<file path="src/rtl/switch_word_loader.sv">
// switch_word_loader
// Turns the ten slide switches and one pushbutton into complete 32-bit words.
// sw[9:8] picks a byte lane and sw[7:0] supplies the byte. Each debounced
// press of key_n loads that lane into a shadow register. When all four lanes
// are present, the assembled word is offered downstream.
//
// Handshake: word_valid rises only when a complete word is captured into
// `word`. word and word_valid then hold stable until a transfer, which is a
// rising edge where word_valid && word_ready are both high. word_ready may be
// high before word_valid; the consumer never waits on word_valid to raise it.
module switch_word_loader #(
    parameter int DEBOUNCE_CYCLES = 500000
) (
    input  logic        clk,
    input  logic        reset_n,
    input  logic [9:0]  sw,
    input  logic        key_n,
    output logic [31:0] word,
    output logic        word_valid,
    input  logic        word_ready,
    output logic [3:0]  lane_mask
);

    localparam int CW = $clog2(DEBOUNCE_CYCLES + 1);
    localparam logic [CW-1:0] LAST = CW'(DEBOUNCE_CYCLES - 1);

    typedef enum logic {
        COLLECT = 1'b0,
        OFFER   = 1'b1
    } state_t;

    logic          key_s1, key_s2;
    logic [9:0]    sw_s1, sw_s2;
    logic          key_db;
    logic [CW-1:0] db_cnt;
    logic          db_fall;
    logic          press;
    logic [31:0]   shadow;
    state_t        state;

    // Two-flop synchronizers for the asynchronous board inputs.
    always_ff @(posedge clk or negedge reset_n) begin
        if (!reset_n) begin
            key_s1 <= 1'b1;
            key_s2 <= 1'b1;
            sw_s1  <= '0;
            sw_s2  <= '0;
        end else begin
            key_s1 <= key_n;
            key_s2 <= key_s1;
            sw_s1  <= sw;
            sw_s2  <= sw_s1;
        end
    end

    // The debounced level follows the key only after it has disagreed for
    // DEBOUNCE_CYCLES consecutive cycles; any agreeing cycle restarts the count.
    always_ff @(posedge clk or negedge reset_n) begin
        if (!reset_n) begin
            key_db <= 1'b1;
            db_cnt <= '0;
        end else if (key_s2 != key_db) begin
            if (db_cnt == LAST) begin
                key_db <= key_s2;
                db_cnt <= '0;
            end else begin
                db_cnt <= db_cnt + CW'(1);
            end
        end else begin
            db_cnt <= '0;
        end
    end

    // The debounced level is about to fall on this edge.
    assign db_fall = key_db && !key_s2 && (db_cnt == LAST);

    // One-cycle press pulse in the cycle after the debounced level falls.
    always_ff @(posedge clk or negedge reset_n) begin
        if (!reset_n) begin
            press <= 1'b0;
        end else begin
            press <= db_fall;
        end
    end

    // Lane collection and word offer state machine.
    always_ff @(posedge clk or negedge reset_n) begin
        if (!reset_n) begin
            state      <= COLLECT;
            shadow     <= '0;
            word       <= '0;
            word_valid <= 1'b0;
            lane_mask  <= '0;
        end else begin
            case (state)
                COLLECT: begin
                    if (press) begin
                        shadow[{sw_s2[9:8], 3'b000} +: 8] <= sw_s2[7:0];
                        lane_mask[sw_s2[9:8]]             <= 1'b1;
                    end
                    if (lane_mask == 4'b1111) begin
                        word       <= shadow;
                        word_valid <= 1'b1;
                        state      <= OFFER;
                    end
                end
                OFFER: begin
                    // Presses here are dropped. The shadow stays as is, so a
                    // re-press after the transfer only replaces the lanes it touches.
                    if (word_valid && word_ready) begin
                        word_valid <= 1'b0;
                        lane_mask  <= '0;
                        state      <= COLLECT;
                    end
                end
                default: begin
                    state <= COLLECT;
                end
            endcase
        end
    end

endmodule

</file>
<file path="config.mk">
export PLATFORM = sky130hd
export DESIGN_NAME = switch_word_loader
export DESIGN_NICKNAME = d
export VERILOG_FILES = /design/src/rtl/switch_word_loader.sv
export SDC_FILE = /design/constraint.sdc
export NUM_CORES = 1
export LEC_CHECK = 0
export ABC_AREA = 1
export CAP_MARGIN = 10
export CORE_MARGIN = 8
export CORE_UTILIZATION = 45
export CTS_CLUSTER_DIAMETER = 60
export CTS_CLUSTER_SIZE = 25
export DETAILED_ROUTE_END_ITERATION = 16
export GPL_TIMING_DRIVEN = 0
export PLACE_DENSITY = 0.67
export SETUP_SLACK_MARGIN = 0.3
export SLEW_MARGIN = 20
export SYNTH_ARGS = -nofsm -noshare
export SYNTH_HDL_FRONTEND = slang
export SYNTH_SLANG_ARGS = --single-unit
export TNS_END_PERCENT = 5
</file>
<file path="constraint.sdc">
create_clock -name clk -period 2.33 [get_ports clk]
set_clock_uncertainty 0.2 [all_clocks]
set_input_delay 0.233 -clock clk [delete_from_list [all_inputs] [get_ports clk]]
set_output_delay 0.233 -clock clk [all_outputs]
set_load 0.02 [all_outputs]
</file>
# Yosys cells after proc, flatten, opt, wreduce, memory -nomap -nowiden
# Index checks and enable logic that the tools add are counted.
totals:
  regBits: 113
  input_bits: 14
  elab_cells: 50
  output_inout_bits: 37
classes:
  n_eq_ne: 6
  magnitude_cmp: 2
  bitwise: 2
  add_sub_neg: 2
  n_mux: 14
  n_reduce_logical: 10
  shift: 2
op_table:
  columns: ["cell", "n"]
  rows:
  - ["$mux W19", 2]
  - ["$bwmux W32", 1]
  - ["$shift A8 B7 Y32 const A", 1]
  - ["$shiftx A8 B7 Y32", 1]
  - ["$add A19 B1 Y19 const B", 1]
  - ["$eq A19 B19 Y1 const B", 1]
  - ["$reduce_and A2 Y1", 5]
  - ["$mux W4", 2]
  - ["$pmux W4 S2", 1]
  - ["$neg A5 Y7", 1]
  - ["$mux W1", 5]
  - ["$eq A4 B4 Y1 const B", 1]
  - ["$logic_and A1 B1 Y1", 4]
  - ["$ne A2 B2 Y1 const B", 2]
  - ["$or A4 B4 Y4", 1]
  - ["$pmux W1 S2", 2]
  - ["$lt A2 B3 Y1 const B", 1]
  - ["$demux W1 S2", 1]
  - ["$ge A2 B1 Y1 const B", 1]
  - ["$ne A2 B1 Y1 const B", 1]
  - ["$logic_not A1 Y1", 1]
  - ["$ne A1 B1 Y1", 1]
  - ["$not A1 Y1", 1]

# Logic depth before layout (Yosys ltp)
# Gate-level depths: netlist of run 1.
logic_depth:
  word_depth: 7
  depth_mapped: 9

# Least setup slack after synthesis of run 1
# Ideal clock, no wire load.
synth_path:
  kind: "register to register"
  start: "reg sw_s2[8]"
  end: "reg shadow[17]"
  t_arrival_ns: 1.852
  t_required_ns: 2.064
  setup_ns: 0.066
  path_slack_ns: 0.212
  stages_incl_launch_ff: 10
  synth_period_minus_slack_ns: 2.118
  n_path_buf: 3
  cell_sequence: "dfrtp_1 -> buf_2 -> clkinv_1 -> buf_2 -> ha_1 -> inv_1 -> nor2_2 -> buf_2 -> nand4_1 -> nand2_1"
synth_via:
  elab_chain_len: 3
synth_lines:
  columns: ["item", "line", "text"]
  rows:
  - ["start: declaration", "33", "logic [9:0] sw_s1, sw_s2;"]
  - ["start signal: assignment", "52", "sw_s2 <= sw_s1;"]
  - ["$neg A5 Y7 (*)", "98", "shadow[{sw_s2[9:8], 3'b000} +: 8] <= sw_s2[7:0];"]
  - ["$shiftx A8 B7 Y32 or $shift A8 B7 Y32 (tied branches)", "98", null]
  - ["$bwmux W32 (*)", "98", null]
  - ["end signal: indexed assignment", "98", null]
  - ["end: declaration", "38", "logic [31:0] shadow;"]
# Mark *: on every way between the ends. The rest lies on a longest branch, timed or not.
# A chain may end at the register's enable or synchronous reset.

# Worst setup path in the final report of run 1
layout_path:
  start: "reg sw_s2[8]"
  end: "reg shadow[19]"
# Same word-level chain as after synthesis.

==> summary.txt, run 1 <==
Critical path
  – Reg-to-reg slack, setup: 320 ps
  – Crit-path max cell delay: 370 ps
  – CP Class: flop to flop
  – Slowest CP cell: dfrtp_1
  – Startpoint Class: flop
  – Worst path cell trace: buf_4, clkinv_2, buf_4, ha_4, inv_1, nor2_4, buf_6, nand4_1, nand2_1
  – Worst path arrival time: 2260 ps
  – Crit path top cell by count: buf_4
  – Delay-heaviest family, CP: buffers and inverters
  – Worst setup EP type: flop
  – CP max FO: 13
  – CP required: 2580 ps
  – Critical path buffer and inverter count: 5

Synth
  – Post-synthesis area per instance: 9.07 um^2
  – Synth area leader: dfrtp_1
  – Synthesis Warnings: 0
  – Synth top area share: 57.8%
  – Synth area leaders: dfrtp_1 58%, nand2_1 12%, o21ai_0 4.8%
  – Mapped Nets: 548
  – Seq/Total Area, Yosys: 59.5%
  – Synthesized instance count: 525
  – Cell area after synthesis: 0.00476 mm^2
  – Cell variety after synth: 29
  – #FFs+latches synth: 113

Die
  – Die ar.: 0.0141 mm^2
  – Die height: 119 um
  – Ports: 51
  – Initial cell density of the core: 46.1%
  – Num rows: 37
  – Die W: 119 um
  – Core Region: 0.0103 mm^2

Clock tree
  – Total CTS buffers: 17
  – Clock Latency Late Sink: 510 ps
  – Clk buf depth: 2
  – Clk pin slew, worst setup/hold paths: 60 ps
  – Root Buffer: clkbuf_8
  – CTS HTree Levels: 4
  – Clk sink count: 113
  – CTS tree: done

STA
  – Max-slew violations: 0
  – Fmax: 497 MHz
  – Fin Hold WS: 3.54 ps
  – Worst-Margin Slew: 474 ps
  – Number of hold violations in the final report: 0
  – Tcrit/Tclk final: 86.4%
  – Max transition margin: 68.4%
  – Fin crit period: 2010 ps
  – # setup viols final: 0
  – RSZ-0062 raised after global routing: yes

Layout
  – FILL cells: 862
  – Footprint of the multi-input gates: 0.00164 mm^2
  – Final Util: 60.1%
  – Storage cell area: 0.00283 mm^2
  – Share of cells above drive strength 1: 11.8%
  – Final Net Count: 633
  – Most frequent cells in the layout: 146 x nand2_1, 110 x dfrtp_1, 58 x inv_1, 49 x nor2_1, 49 x clkdlybuf4s50_1
  – Layout area overhead: 30.3%
  – Commonest non-fill, non-tap cell in the layout: nand2_1
  – ANT cells: 0

Global route
  – GRT overflow: 0
  – Met2 Use GR: 25.8%
  – Vias in the first global route: 3788
  – Tot GR Track Use: 16.0%
  – Met1 usage in global routing: 19.2%
  – First-pass GRT wire length: 18500 um
  – M3 GR Usage: 5.34%
  – Initial antenna violation count: 0
  – Top Usage Layer GRT: met2
  – Largest net degree at the start of global routing: 73

Route
  – Final ANT Viol Nets: 0
  – Avg WL per Cell: 14.0 um
  – Vias: 3771
  – DRC viols: 0
  – Via/cell ratio: 4.98
  – Routed WL: 10600 um
  – TritonRoute pass-1 iters: 5
  – Initial DRC count: 270

Placement
  – IO buf count: 50
  – Gpl congestion: 0.881
  – HPWL Detailed: 7250 um

Pwr
  – Comb power frac: 6.6%
  – Int Pwr: 3.72 mW
  – Sw Ratio: 22.8%
  – Seq pwr share: 42.9%
  – Worst IR Drop VDD: 0.000379 V
  – P_sw: 1.10 mW
  – PD cells: 777 mW/mm^2
  – Leakage: 2.94 nW
  – Clock share of power: 50.5%

Outcome
  – Status: complete, no violations

Run
  – Max_cap viols: 0

Hold path
  – HP Class: input port to asynchronous set/reset pin
-- power groups by stage --
stage               clock [mW]  combinational, mW  sequential [mW]
floorplan                    0             0.0928             2.13
global placement             0              0.279             2.10
detailed placement           0              0.289             2.10
CTS                       2.46              0.318             2.07
global route              2.58              0.356             2.07
finish                    2.44              0.320             2.07
-- worst paths after layout --
kind,cells after the start,end,from
worst min register to register,0,sw_s2[2],sw_s1[2]
max in group asynchronous,3,key_s2,reset_n
worst min-delay path,2,word[2],reset_n
worst max register to register,9,shadow[19],sw_s2[8]
worst max-delay path,9,shadow[19],sw_s2[8]
min in group clk,0,sw_s2[2],sw_s1[2]
-- kinds of logic after synthesis --
logic type               after synthesis  synth area share, %
AND/OR/NAND/NOR                      263                 24.1
flip-flops                           113                 59.5
XOR/XNOR                               8                 1.47
adder cells (fa/ha/maj)                9                 2.36
AO/OA/AOI/OAI                         56                 5.94
buffers and inverters                 76                 6.70
-- worst register-to-register path, cell delays in order (launching register included) --
cell	delay (ps)
dfrtp_1	370
buf_4	170
clkinv_2	130
buf_4	210
ha_4	300
inv_1	60
nor2_4	130
buf_6	140
nand4_1	140
nand2_1	90
-- layer usage --
| layer | share of wire, % | wire, um |
|---|---|---|
| met2 | 48 | 5090 |
| met1 | 44 | 4660 |
| met3 | 5.9 | 629 |
| met5 | 0 | 0 |
| met4 | 2.4 | 250 |
-- stage by stage --
| step | TNS (ps) | area, um^2 | instances | setup WS [ps] | power (mW) |
|---|---|---|---|---|---|
| 2_1_floorplan | 0 | 4770 | 525 | 318 | 2.22 |
| 6_report | 0 | 6210 | 757 | 316 | 4.82 |
| 5_1_grt | 0 | 6210 | 757 | 175 | 5.01 |
| 3_5_place_dp | 0 | 5470 | 712 | 9.94 | 2.39 |
| 3_3_place_gp | -363740 | 5440 | 711 | -3260 | 2.38 |
| 4_1_cts | 0 | 6190 | 755 | 320 | 4.85 |
-- final cells by class --
class,instances,area share [%]
Buffer,15,1.63
Clock buffer,20,7.18
Clock inverter,10,1.81
Inverter,61,3.71
Multi-Input combinational cell,336,26.5
Sequential cell,113,45.6
Tap cell,136,2.74
Timing Repair Buffer,66,10.8
-- state kept, by name, summed over array words and instances, names as in the netlist, 4 cells and up --
signal	count
sw_s2	10
sw_s1	10
lane_mask	4
word	32
shadow	32
db_cnt	19
-- Yosys cell counts, drive strengths merged --
| master | instances |
|---|---|
| xnor2 | 2 |
| nand3 | 21 |
| o21bai | 1 |
| buf | 13 |
| dfrtp | 110 |
| nor3 | 4 |
| nor3b | 1 |
| nand3b | 1 |
| dfstp | 3 |
| inv | 59 |
| clkbuf | 2 |
| nand2 | 153 |
| xor2 | 6 |
| and2 | 1 |
| nor2 | 60 |
| a21oi | 7 |
| o21ai | 48 |
| ha | 9 |
| clkinv | 2 |
| nand4 | 22 |
-- timing repair --
action                     in CTS  in global routing
hold endpoints to repair      121                  0
pin swaps                       0                  1
setup endpoints to repair      32                 28
resized for setup               9                  1
setup buffers                   1                  2
hold buffers                   12                  0
Power figures use the tool's default switching activity.
==> inputs of run 2 (changes only) <==
==> constraint.sdc (replaced) <==
create_clock -name clk -period 2.4 [get_ports clk]
set_clock_uncertainty 0.2 [all_clocks]
set_input_delay 0.24 -clock clk [delete_from_list [all_inputs] [get_ports clk]]
set_output_delay 0.24 -clock clk [all_outputs]
set_load 0.02 [all_outputs]
==> run 2 against run 1 <==
- global-route usage decreased by 0.58 points
- worst setup slack better by 33 ps
- clock power is 6% higher
- fmax is 1.8% lower
- critical path type unchanged
- critical endpoint is now shadow[20]
==> summary.txt, run 2 (synthesis gave the netlist of run 1 again) <==
Die
  – Die height: 119 um (unchanged)
  – Core Region: 0.0103 mm^2 (unchanged)
  – Num rows: 37 (unchanged)
  – Initial cell density of the core: 46.1% (unchanged)
  – Ports: 51 (unchanged)
  – Die W: 119 um (unchanged)
  – Die ar.: 0.0141 mm^2 (unchanged)

Global route
  – First-pass GRT wire length: 17800 um (was 18500 um)
  – GRT overflow: 0 (unchanged)
  – Vias in the first global route: 3746 (was 3788)
  – Tot GR Track Use: 15.5% (was 16.0%)
  – Initial antenna violation count: 0 (unchanged)
  – Largest net degree at the start of global routing: 86 (was 73)

Layout
  – Footprint of the multi-input gates: 0.00165 mm^2 (was 0.00164 mm^2)
  – Share of cells above drive strength 1: 11.4% (was 11.8%)
  – Non-Filler Instances: 758 (was 757)
  – Final Net Count: 632 (was 633)
  – Most frequent cells in the layout: 146 x nand2_1, 110 x dfrtp_1, 58 x inv_1, 49 x nor2_1, 49 x clkdlybuf4s50_1 (unchanged)
  – ANT cells: 0 (unchanged)
  – Storage cell area: 0.00283 mm^2 (unchanged)
  – Commonest non-fill, non-tap cell in the layout: nand2_1 (unchanged)
  – Largest regs: shadow (32), word (32), db_cnt (19) (unchanged)
  – Layout area overhead: 31.6% (was 30.3%)
  – FILL cells: 874 (was 862)
  – Design Area, Final: 0.00627 mm^2 (was 0.00621 mm^2)

Pwr
  – P_sw: 1.07 mW (was 1.10 mW)
  – Seq pwr share: 40.9% (was 42.9%)
  – Comb power frac: 6.4% (was 6.6%)
  – Leakage: 2.97 nW (was 2.94 nW)
  – Clock share of power: 52.8% (was 50.5%)
  – Int Pwr: 3.84 mW (was 3.72 mW)
  – PD cells: 783 mW/mm^2 (was 777 mW/mm^2)
  – Worst IR Drop VDD: 0.000405 V (was 0.000379 V)
  – Sw Ratio: 21.8% (was 22.8%)

Hold path
  – HP Class: input port to asynchronous set/reset pin (unchanged)

STA
  – Number of hold violations in the final report: 0 (unchanged)
  – RSZ-0062 raised after global routing: yes (unchanged)
  – Max transition margin: 67.0% (was 68.4%)
  – Max-slew violations: 0 (unchanged)
  – Tcrit/Tclk final: 85.4% (was 86.4%)
  – # setup viols final: 0 (unchanged)
  – Fmax: 488 MHz (was 497 MHz)
  – Worst-Margin Slew: 495 ps (was 474 ps)
  – Fin crit period: 2050 ps (was 2010 ps)

Route
  – Vias: 3737 (was 3771)
  – Routed WL: 10400 um (was 10600 um)
  – Final ANT Viol Nets: 0 (unchanged)
  – Via/cell ratio: 4.93 (was 4.98)
  – TritonRoute pass-1 iters: 4 (was 5)
  – Avg WL per Cell: 13.7 um (was 14.0 um)
  – Initial DRC count: 279 (was 270)
  – DRC viols: 0 (unchanged)

Clock tree
  – Clock Latency Late Sink: 510 ps (about the same)
  – CTS HTree Levels: 4 (unchanged)
  – Root Buffer: clkbuf_8 (unchanged)
  – Clk sink count: 113 (unchanged)
  – CTS tree: done (unchanged)
  – Total CTS buffers: 17 (unchanged)
  – Clk pin slew, worst setup/hold paths: 60 ps (about the same)
  – Clk buf depth: 2 (unchanged)

Critical path
  – Crit path top cell by count: buf_4 (unchanged)
  – Startpoint Class: flop (unchanged)
  – Worst setup EP type: flop (unchanged)
  – Slowest CP cell: dfrtp_1 (unchanged)
  – Crit-path max cell delay: 340 ps (was 370 ps)
  – CP Class: flop to flop (unchanged)
  – Worst path arrival time: 2300 ps (was 2260 ps)
  – CP required: 2650 ps (was 2580 ps)
  – CP max FO: 13 (unchanged)
  – Worst path cell trace: buf_4, clkinv_2, buf_4, ha_4, inv_1, nor2_4, buf_6, nand4_1, nand2_1 (unchanged)

Run
  – Max_cap viols: 0 (unchanged)

Outcome
  – Status: complete, no violations (unchanged)

Placement
  – DP Cell Count: 712 (unchanged)
  – HPWL Detailed: 7240 um (was 7250 um)
  – Placed instance area: 0.00546 mm^2 (was 0.00547 mm^2)
  – Gpl congestion: 0.880 (was 0.881)
  – IO buf count: 50 (unchanged)
## run 2: changes by cell type in the layout (fill, tap and decap cells not counted)
cell	change
ha_2	-1
clkinv_4	-1
nor2_2	-1
nor2_4	+1
clkinv_2	-1
buf_4	-2
clkbuf_1	+2
bufinv_16	+2
ha_1	+1
buf_12	+1
## run 2: final timing paths
path	start	endpoint	slack, ps	cells after the start
min in group clk	sw_s1[1]	sw_s2[1]	150	0
max reg2reg	sw_s2[8]	shadow[20]	350	9
min	reset_n	word[28]	30	3
max	sw_s2[8]	shadow[20]	350	9
max in group asynchronous	reset_n	db_cnt[9]	1550	3
min reg2reg	sw_s1[1]	sw_s2[1]	150	0
## run 2: through the flow
step	total power [mW]	utilization (%)	hold WS [ps]	setup slack, ps	TNS (ps)
finish	4.91	60.7	27.8	349	0
CTS	4.96	60.6	14.4	347	0
floorplan	2.16	-	-256	313	0
global placement	2.31	52.6	135	-3200	-356430
detailed placement	2.32	52.9	-72.0	-43.2	-138
global route	5.08	60.7	57.4	236	0
## run 2: repair_timing
item	4_1_cts	5_1_grt
hold buffers	13	0
endpoints found under the hold margin	121	0
setup endpoints to repair	32	18
buffers inserted	1	0
gates resized for setup	9	2
## run 2: worst max-delay path, delay by kind of cell (launching register included)
family	cells	cell delay (ps)
flops	1	340
fa+ha+maj	1	310
simple gates	3	400
buf+inv	5	730
## run 2: power groups by stage
| stage | Clock [mW] | Combinational (mW) | Sequential (mW) |
|---|---|---|---|
| finish | 2.59 | 0.312 | 2.01 |
| global route | 2.73 | 0.346 | 2.01 |
| CTS | 2.64 | 0.313 | 2.00 |
| detailed placement | 0 | 0.282 | 2.04 |
| global placement | 0 | 0.270 | 2.04 |
| floorplan | 0 | 0.0899 | 2.07 |
## run 2: final cells by class
type / count / area share [%]
clock buffer: 22 / 7.23
timing repair buffer: 65 / 10.8
tap: 136 / 2.71
multi-input combinational: 336 / 26.3
sequential: 113 / 45.2
buffer: 15 / 1.62
clock inverter: 10 / 2.53
inverter: 61 / 3.67
## run 2: layer usage
layer  part of all wire [%]  GRT usage (%)
met1                     45           18.5
met2                     47           25.2
met3                    5.2           4.72
met4                    2.2           7.19
met5                      0              0
